==> src/rtl/top.sv <==
// Ascon-128 encryption core: iterative, one permutation round per clock.
// Free-running: every 44 cycles it loads SK/N/A/P, encrypts one 64-bit
// associated-data block and one 64-bit plaintext block, and publishes C/T.
//
// Ports:
//   CLK  - system clock, rising edge
//   RST  - asynchronous active-high reset
//   SK   - 128-bit key, SK[127:64] is key word 0
//   N    - 128-bit nonce, N[127:64] is nonce word 0
//   A    - 64-bit associated-data block
//   P    - 64-bit plaintext block
//   C    - registered ciphertext block
//   T    - registered tag, T[127:64] is tag word 0
module top (
   input  logic         CLK,
   input  logic         RST,
   input  logic [127:0] SK,
   input  logic [127:0] N,
   input  logic [63:0]  A,
   input  logic [63:0]  P,
   output logic [63:0]  C,
   output logic [127:0] T
);

   localparam logic [63:0] IV  = 64'h80400c0600000000;
   localparam logic [63:0] PAD = 64'h8000000000000000;

   typedef enum logic [2:0] {StLoad, StInit, StAd1, StAd2, StPt, StFin, StDone} state_e;

   state_e           st_q, st_d;
   logic [3:0]       cnt_q, cnt_d;
   logic [4:0][63:0] s_q, s_d;
   logic [127:0]     k_q, k_d;
   logic [63:0]      a_q, a_d;
   logic [63:0]      p_q, p_d;
   logic [63:0]      cipher_q, cipher_d;
   logic [63:0]      c_q, c_d;
   logic [127:0]     t_q, t_d;

   logic             is_p12;
   logic             first;
   logic             last;
   logic [3:0]       rc_idx;
   logic [4:0][63:0] rnd_in;
   logic [4:0][63:0] rnd_out;

   function automatic logic [63:0] ror(input logic [63:0] x, input int unsigned r);
      return (x >> r) | (x << (64 - r));
   endfunction

   // One Ascon round: constant addition, bit-sliced S-box, linear diffusion.
   function automatic logic [4:0][63:0] round_fn(input logic [4:0][63:0] x,
                                                 input logic [7:0]       rc);
      logic [63:0]      x0, x1, x2, x3, x4;
      logic [63:0]      t0, t1, t2, t3, t4;
      logic [4:0][63:0] r;
      x0 = x[0];
      x1 = x[1];
      x2 = x[2] ^ {56'd0, rc};
      x3 = x[3];
      x4 = x[4];
      x0 = x0 ^ x4;
      x4 = x4 ^ x3;
      x2 = x2 ^ x1;
      t0 = ~x0 & x1;
      t1 = ~x1 & x2;
      t2 = ~x2 & x3;
      t3 = ~x3 & x4;
      t4 = ~x4 & x0;
      x0 = x0 ^ t1;
      x1 = x1 ^ t2;
      x2 = x2 ^ t3;
      x3 = x3 ^ t4;
      x4 = x4 ^ t0;
      x1 = x1 ^ x0;
      x0 = x0 ^ x4;
      x3 = x3 ^ x2;
      x2 = ~x2;
      r[0] = x0 ^ ror(x0, 19) ^ ror(x0, 28);
      r[1] = x1 ^ ror(x1, 61) ^ ror(x1, 39);
      r[2] = x2 ^ ror(x2, 1)  ^ ror(x2, 6);
      r[3] = x3 ^ ror(x3, 10) ^ ror(x3, 17);
      r[4] = x4 ^ ror(x4, 7)  ^ ror(x4, 41);
      return r;
   endfunction

   // Round control: p6 phases reuse the last six p12 constants.
   always_comb begin
      is_p12 = (st_q == StInit) || (st_q == StFin);
      rc_idx = is_p12 ? cnt_q : cnt_q + 4'd6;
      first  = (cnt_q == 4'd0);
      last   = (cnt_q == (is_p12 ? 4'd11 : 4'd5));
   end

   // Phase-entry injections fold into the first round of each phase.
   always_comb begin
      rnd_in = s_q;
      if (first) begin
         unique case (st_q)
            StAd1: rnd_in[0] = s_q[0] ^ a_q;
            StAd2: rnd_in[0] = s_q[0] ^ PAD;
            StPt:  rnd_in[0] = s_q[0] ^ p_q;
            StFin: begin
               rnd_in[0] = s_q[0] ^ PAD;
               rnd_in[1] = s_q[1] ^ k_q[127:64];
               rnd_in[2] = s_q[2] ^ k_q[63:0];
            end
            default: ;
         endcase
      end
   end

   assign rnd_out = round_fn(rnd_in, {~rc_idx, rc_idx});

   always_comb begin
      st_d     = st_q;
      cnt_d    = cnt_q;
      s_d      = s_q;
      k_d      = k_q;
      a_d      = a_q;
      p_d      = p_q;
      cipher_d = cipher_q;
      c_d      = c_q;
      t_d      = t_q;
      unique case (st_q)
         StLoad: begin
            k_d    = SK;
            a_d    = A;
            p_d    = P;
            s_d[0] = IV;
            s_d[1] = SK[127:64];
            s_d[2] = SK[63:0];
            s_d[3] = N[127:64];
            s_d[4] = N[63:0];
            cnt_d  = 4'd0;
            st_d   = StInit;
         end
         StDone: begin
            c_d   = cipher_q;
            t_d   = {s_q[3] ^ k_q[127:64], s_q[4] ^ k_q[63:0]};
            cnt_d = 4'd0;
            st_d  = StLoad;
         end
         default: begin
            s_d   = rnd_out;
            cnt_d = cnt_q + 4'd1;
            // Ciphertext is the rate word right after plaintext injection.
            if (st_q == StPt && first) cipher_d = s_q[0] ^ p_q;
            if (last) begin
               cnt_d = 4'd0;
               unique case (st_q)
                  StInit: begin
                     s_d[3] = rnd_out[3] ^ k_q[127:64];
                     s_d[4] = rnd_out[4] ^ k_q[63:0];
                     st_d   = StAd1;
                  end
                  StAd1: st_d = StAd2;
                  StAd2: begin
                     s_d[4] = rnd_out[4] ^ 64'd1;
                     st_d   = StPt;
                  end
                  StPt:  st_d = StFin;
                  StFin: st_d = StDone;
                  default: st_d = StLoad;
               endcase
            end
         end
      endcase
   end

   always_ff @(posedge CLK or posedge RST) begin
      if (RST) begin
         st_q     <= StLoad;
         cnt_q    <= 4'd0;
         s_q      <= '0;
         k_q      <= '0;
         a_q      <= '0;
         p_q      <= '0;
         cipher_q <= '0;
         c_q      <= '0;
         t_q      <= '0;
      end else begin
         st_q     <= st_d;
         cnt_q    <= cnt_d;
         s_q      <= s_d;
         k_q      <= k_d;
         a_q      <= a_d;
         p_q      <= p_d;
         cipher_q <= cipher_d;
         c_q      <= c_d;
         t_q      <= t_d;
      end
   end

   assign C = c_q;
   assign T = t_q;

endmodule

==> config.mk <==
export PLATFORM = sky130hd
export DESIGN_NAME = top
export DESIGN_NICKNAME = d
export VERILOG_FILES = /design/src/rtl/top.sv
export SDC_FILE = /design/constraint.sdc
export NUM_CORES = 2
export LEC_CHECK = 0
export CAP_MARGIN = 15
export CELL_PAD_IN_SITES_DETAIL_PLACEMENT = 0
export CELL_PAD_IN_SITES_GLOBAL_PLACEMENT = 1
export CORE_ASPECT_RATIO = 0.5
export CORE_MARGIN = 4
export CORE_UTILIZATION = 36
export DETAILED_ROUTE_END_ITERATION = 8
export PLACE_DENSITY_LB_ADDON = 0.1
export SLEW_MARGIN = 20
export SYNTH_ARGS = -nofsm -noshare
export SYNTH_HDL_FRONTEND = slang
export SYNTH_SLANG_ARGS = --single-unit
==> constraint.sdc <==
create_clock -name CLK -period 87.6 [get_ports CLK]
set_clock_uncertainty 0.2 [all_clocks]
set_input_delay 17.52 -clock CLK [delete_from_list [all_inputs] [get_ports CLK]]
set_output_delay 17.52 -clock CLK [all_outputs]
set_load 0.01 [all_outputs]
# == After elaboration in Yosys (flattened, before gate mapping) ==
# Index checks and enable logic that the tools add are counted.
# word_totals
regBits,839
out_inout_bits,192
# classes
mux,14
eq_ne,7
addsub,2
reduce_logical,8
n_bitwise,55
# op_table
op,count
$xor 64x64->64,29
$pmux 320 s2,1
$not 64->64,6
$and 64x64->64,5
$mux 128,2
$mux 192,1
$pmux 64 s3,1
$pmux 64 s2,1
$mux 64,1
$or 23x64->64,1
$or 25x64->64,1
$or 3x64->64,1
$or 36x64->64,1
$or 45x64->64,1
$or 47x64->64,1
$or 54x64->64,1
$or 57x64->64,1
$or 58x64->64,1
$or 63x64->64,1
$xor 64x8->64,1
$mux 4,4
$pmux 3 s5,1
$eq 3x3->1 const B,3
$eq 3x2->1 const B,2
15 further kinds,18

# == Longest topological paths before layout ==
# depth
ltp_word,15
depth_mapped,20
mapped_depth_nobuf,15

# == Worst setup path before layout ==
# Ideal clock, no wire load.
# synth_path
path_kind,in2reg
startpoint,input port SK[95]
endpoint,register s_q[95] (netlist bit)
t_required_ps,87273
path_stages,3
arrival_ps,17810
setup_slack_ps,69464
setup_ps,127
path_buffers,0
cell_sequence,nand2_1 > a21boi_0 > nand3_1
# synth_via
elab_chain_len,1
# synth_lines
element,line,source
start: declaration,17,"input logic [127:0] SK,"
$pmux 320 s2,125,unique case (st_q)
end signal: assignment,175,s_q <= '0;
end signal: assignment,185,s_q <= s_d;
end: declaration,32,"logic [4:0][63:0] s_q, s_d;"
# No other way between the ends.
# A chain may end at the register's enable or synchronous reset.

==> flow_metrics.py <==
metrics = {
    "cts": {
        "clock_path_buffers": 3,
        "path_clk_slew_ps": 70,
        "cts_buffers": 88,
        "holdBufCountCts": 0,
        "clk_latency_ps": 720,
        "post_cts_resized": 0,
        "cts_root_buffer": "clkbuf_16",
        "post-cts-setup-buffer-count": 0,
        "cts_sinks": 839,
        "htree_levels": 3,
        "cts_tree": "yes",
    },
    "final_layout": {
        "fillCellCount": 14340,
        "drive_gt1_share_pct": 6.815,
        "num-nets-final": 6959,
        "area_growth_pct": 22.59,
        "final_util_pct": 44.67,
        "antenna_cells": 0,
    },
    "grt": {
        "grt_pass1_vias": 44520,
        "grtUsageTotal_pct": 33.36,
        "met3_usage_pct": 10.77,
        "top_usage_layer": "met1",
        "grtUsageMet1_pct": 48.88,
        "grt_overflow": 0,
        "grt_util_met2_pct": 48.13,
        "grt_first_pass_wirelength_um": 362000,
        "antenna_found_initial": 12,
        "grt_max_degree": 164,
    },
    "synthesis": {
        "async_flop_share_pct": 100.0,
        "synth_area_leader_cell": "dfrtp_1",
        "synth_area_per_cell_sq_um": 9.004,
        "synth_edf_count": 0,
        "yosysWarningCount": 0,
        "ys_seq_area_share_pct": 39.32,
        "netlist_top_cells_count": "1549 x nand2_1, 1235 x xnor2_1, 839 x dfrtp_1, 353 x xor2_1, 249 x clkbuf_1",
        "ys_ff_latch": 839,
        "synth_cell_type_count": 68,
        "syn_nets": 6448,
        "synth_area_sq_um": 53390,
        "yosysMostFrequentCell": "nand2_1",
        "synth_top_area_share_pct": 39.32,
        "synth_cells": 5930,
        "synth.top_cells.by_area": "dfrtp_1 39%, xnor2_1 20%, nand2_1 11%",
        "synthFlopType": "dfrtp_1",
    },
    "critical_path": {
        "ff2ff_setup_slack_ps": 80560,
        "path_class": "in2async",
        "cp-end-kind": "async pin",
        "critPathMaxFanout": 115,
        "crit_path_start_kind": "primary input",
        "reg2reg_depth": 13,
        "r2r-start": "st_q[0]$_DFFE_PP0P_",
        "r2r_end": "rnd_in[195]$_DFFE_PP0N_",
        "arrival_ps": 21140,
        "critPathRequiredTime_ps": 88130,
    },
    "route": {
        "viasPerCell": 5.387,
        "first_pass_iters": 5,
        "drtAntennaViolNets": 0,
        "drt-initial-drc-count": 4991,
        "wl_per_cell_um": 31.17,
        "vias": 45700,
        "routed_wl_um": 264500,
        "drc": 0,
    },
    "place": {
        "routabilityCongestion": 0.9768,
        "dp_hpwl_um": 207100,
        "io_buffer_count": 577,
    },
    "worst_hold_path": {
        "whs_endpoint": "C[1]$_DFFE_PP0P_",
        "min_from": "cipher_q[1]$_DFFE_PP0P_",
        "whs_path_depth": 2,
        "hp-class": "reg2reg",
    },
    "sta": {
        "timing.final.crit_share_pct": 23.52,
        "hold_violations": 0,
        "fin_crit_ps": 20610,
        "maxSlewHeadroom_pct": 8.023,
        "rsz0062_at_grt": "no",
        "drv_slew": 0,
        "tightest_slew_ps": 1370,
        "finalSetupViolCount": 0,
        "fmax_mhz": 48.53,
        "tns_ps": 0,
    },
    "die": {
        "initial_core_util_pct": 36.44,
        "row_count": 99,
        "num_io_pins": 578,
        "die_area_sq_um": 154900,
        "coreArea_sq_um": 146500,
        "dieWidth_um": 552.6,
        "die_y_um": 280.3,
    },
    "run": {
        "maxCapViolations": 0,
    },
    "outcome": {
        "outcome": "finished, final reports clean",
    },
}
area by class of cell:
class	instances	area, sq um	share of cell area [%]
Tap cell	1969	2464	3.764
Sequential cell	839	21000	32.09
Clock buffer	111	2420	3.697
Timing Repair Buffer	711	6869	10.49
Inverter	88	337.8	0.5161
Clock inverter	53	714.4	1.092
Multi-Input combinational cell	4713	31650	48.35
how the worst max path moves through the flow:
stage	startpoint	to	slack, ps	cells after the start
6_report	RST	k_q[82]$_DFFE_PP0P_	66990	5
5_1_grt	RST	s_q[82]$_DFFE_PP0N_	66550	5
4_1_cts	RST	k_q[82]$_DFFE_PP0P_	66960	5
3_5_place_dp	RST	k_q[82]$_DFFE_PP0P_	66210	5
3_3_place_gp	RST	k_q[82]$_DFFE_PP0P_	66250	5
2_1_floorplan	RST	C[0]$_DFFE_PP0P_	46310	1
layer usage:
layer	vias to the layer above	part of all wire, %
li1	20410	-
met1	23350	46
met2	1675	41
met3	259	10
met4	12	2.0
met5	-	0.034
sequential cells by signal, summed over array words and instances, names as in the netlist:
| register | cells |
|---|---|
| rnd_in | 128 |
| T | 128 |
| p_q | 64 |
| st_q | 3 |
| k_q | 128 |
| s_q | 192 |
| C | 64 |
| a_q | 64 |
| cnt_q | 4 |
| cipher_q | 64 |
per-stage QoR:
step	hold slack (ps)	instance area (sq um)	setup slack [ps]	cells
3_3_place_gp	252.1	62120	66250	8320
3_5_place_dp	250.5	62200	66210	8320
5_1_grt	289.8	65450	66550	8484
2_1_floorplan	237.8	53390	46310	5930
4_1_cts	268.0	65330	66960	8484
6_report	265.6	65450	66990	8484
worst max-delay path, cell delays in order:
cell             delay [ps]
clkdlybuf4s50_1         490
inv_8                   610
buf_4                   650
buf_4                   840
buf_4                   770
cell usage in the layout, fill, tap and decap left out, drive strengths merged, types with 47 or more instances in the layout:
cell / n
a22oi: 74
dfrtp: 839
ha: 132
nand2: 1549
a21oi: 244
clkbuf: 111
maj3: 51
inv: 90
buf: 134
nor2: 177
o22ai: 65
xor2: 353
o21ai: 154
o211ai: 126
xnor2: 1279
or3: 47
nand3: 119
clkdlybuf4s50: 577
logic make-up (layout without fill, tap and decap cells):
| kind of cell | after synthesis | after routing | synth area share [%] |
|---|---|---|---|
| compound gates | 734 | 734 | 8.378 |
| xor+xnor | 1648 | 1648 | 28.07 |
| fa+ha+maj | 183 | 183 | 4.059 |
| buf+inv | 378 | 963 | 2.728 |
| flops | 839 | 839 | 39.32 |
| mux | 14 | 14 | 0.2742 |
| simple gates | 2134 | 2134 | 17.17 |
Power is left out: the tool's default activity adds up to more than one toggle a clock period on the data nets, which glitch-free logic cannot reach.
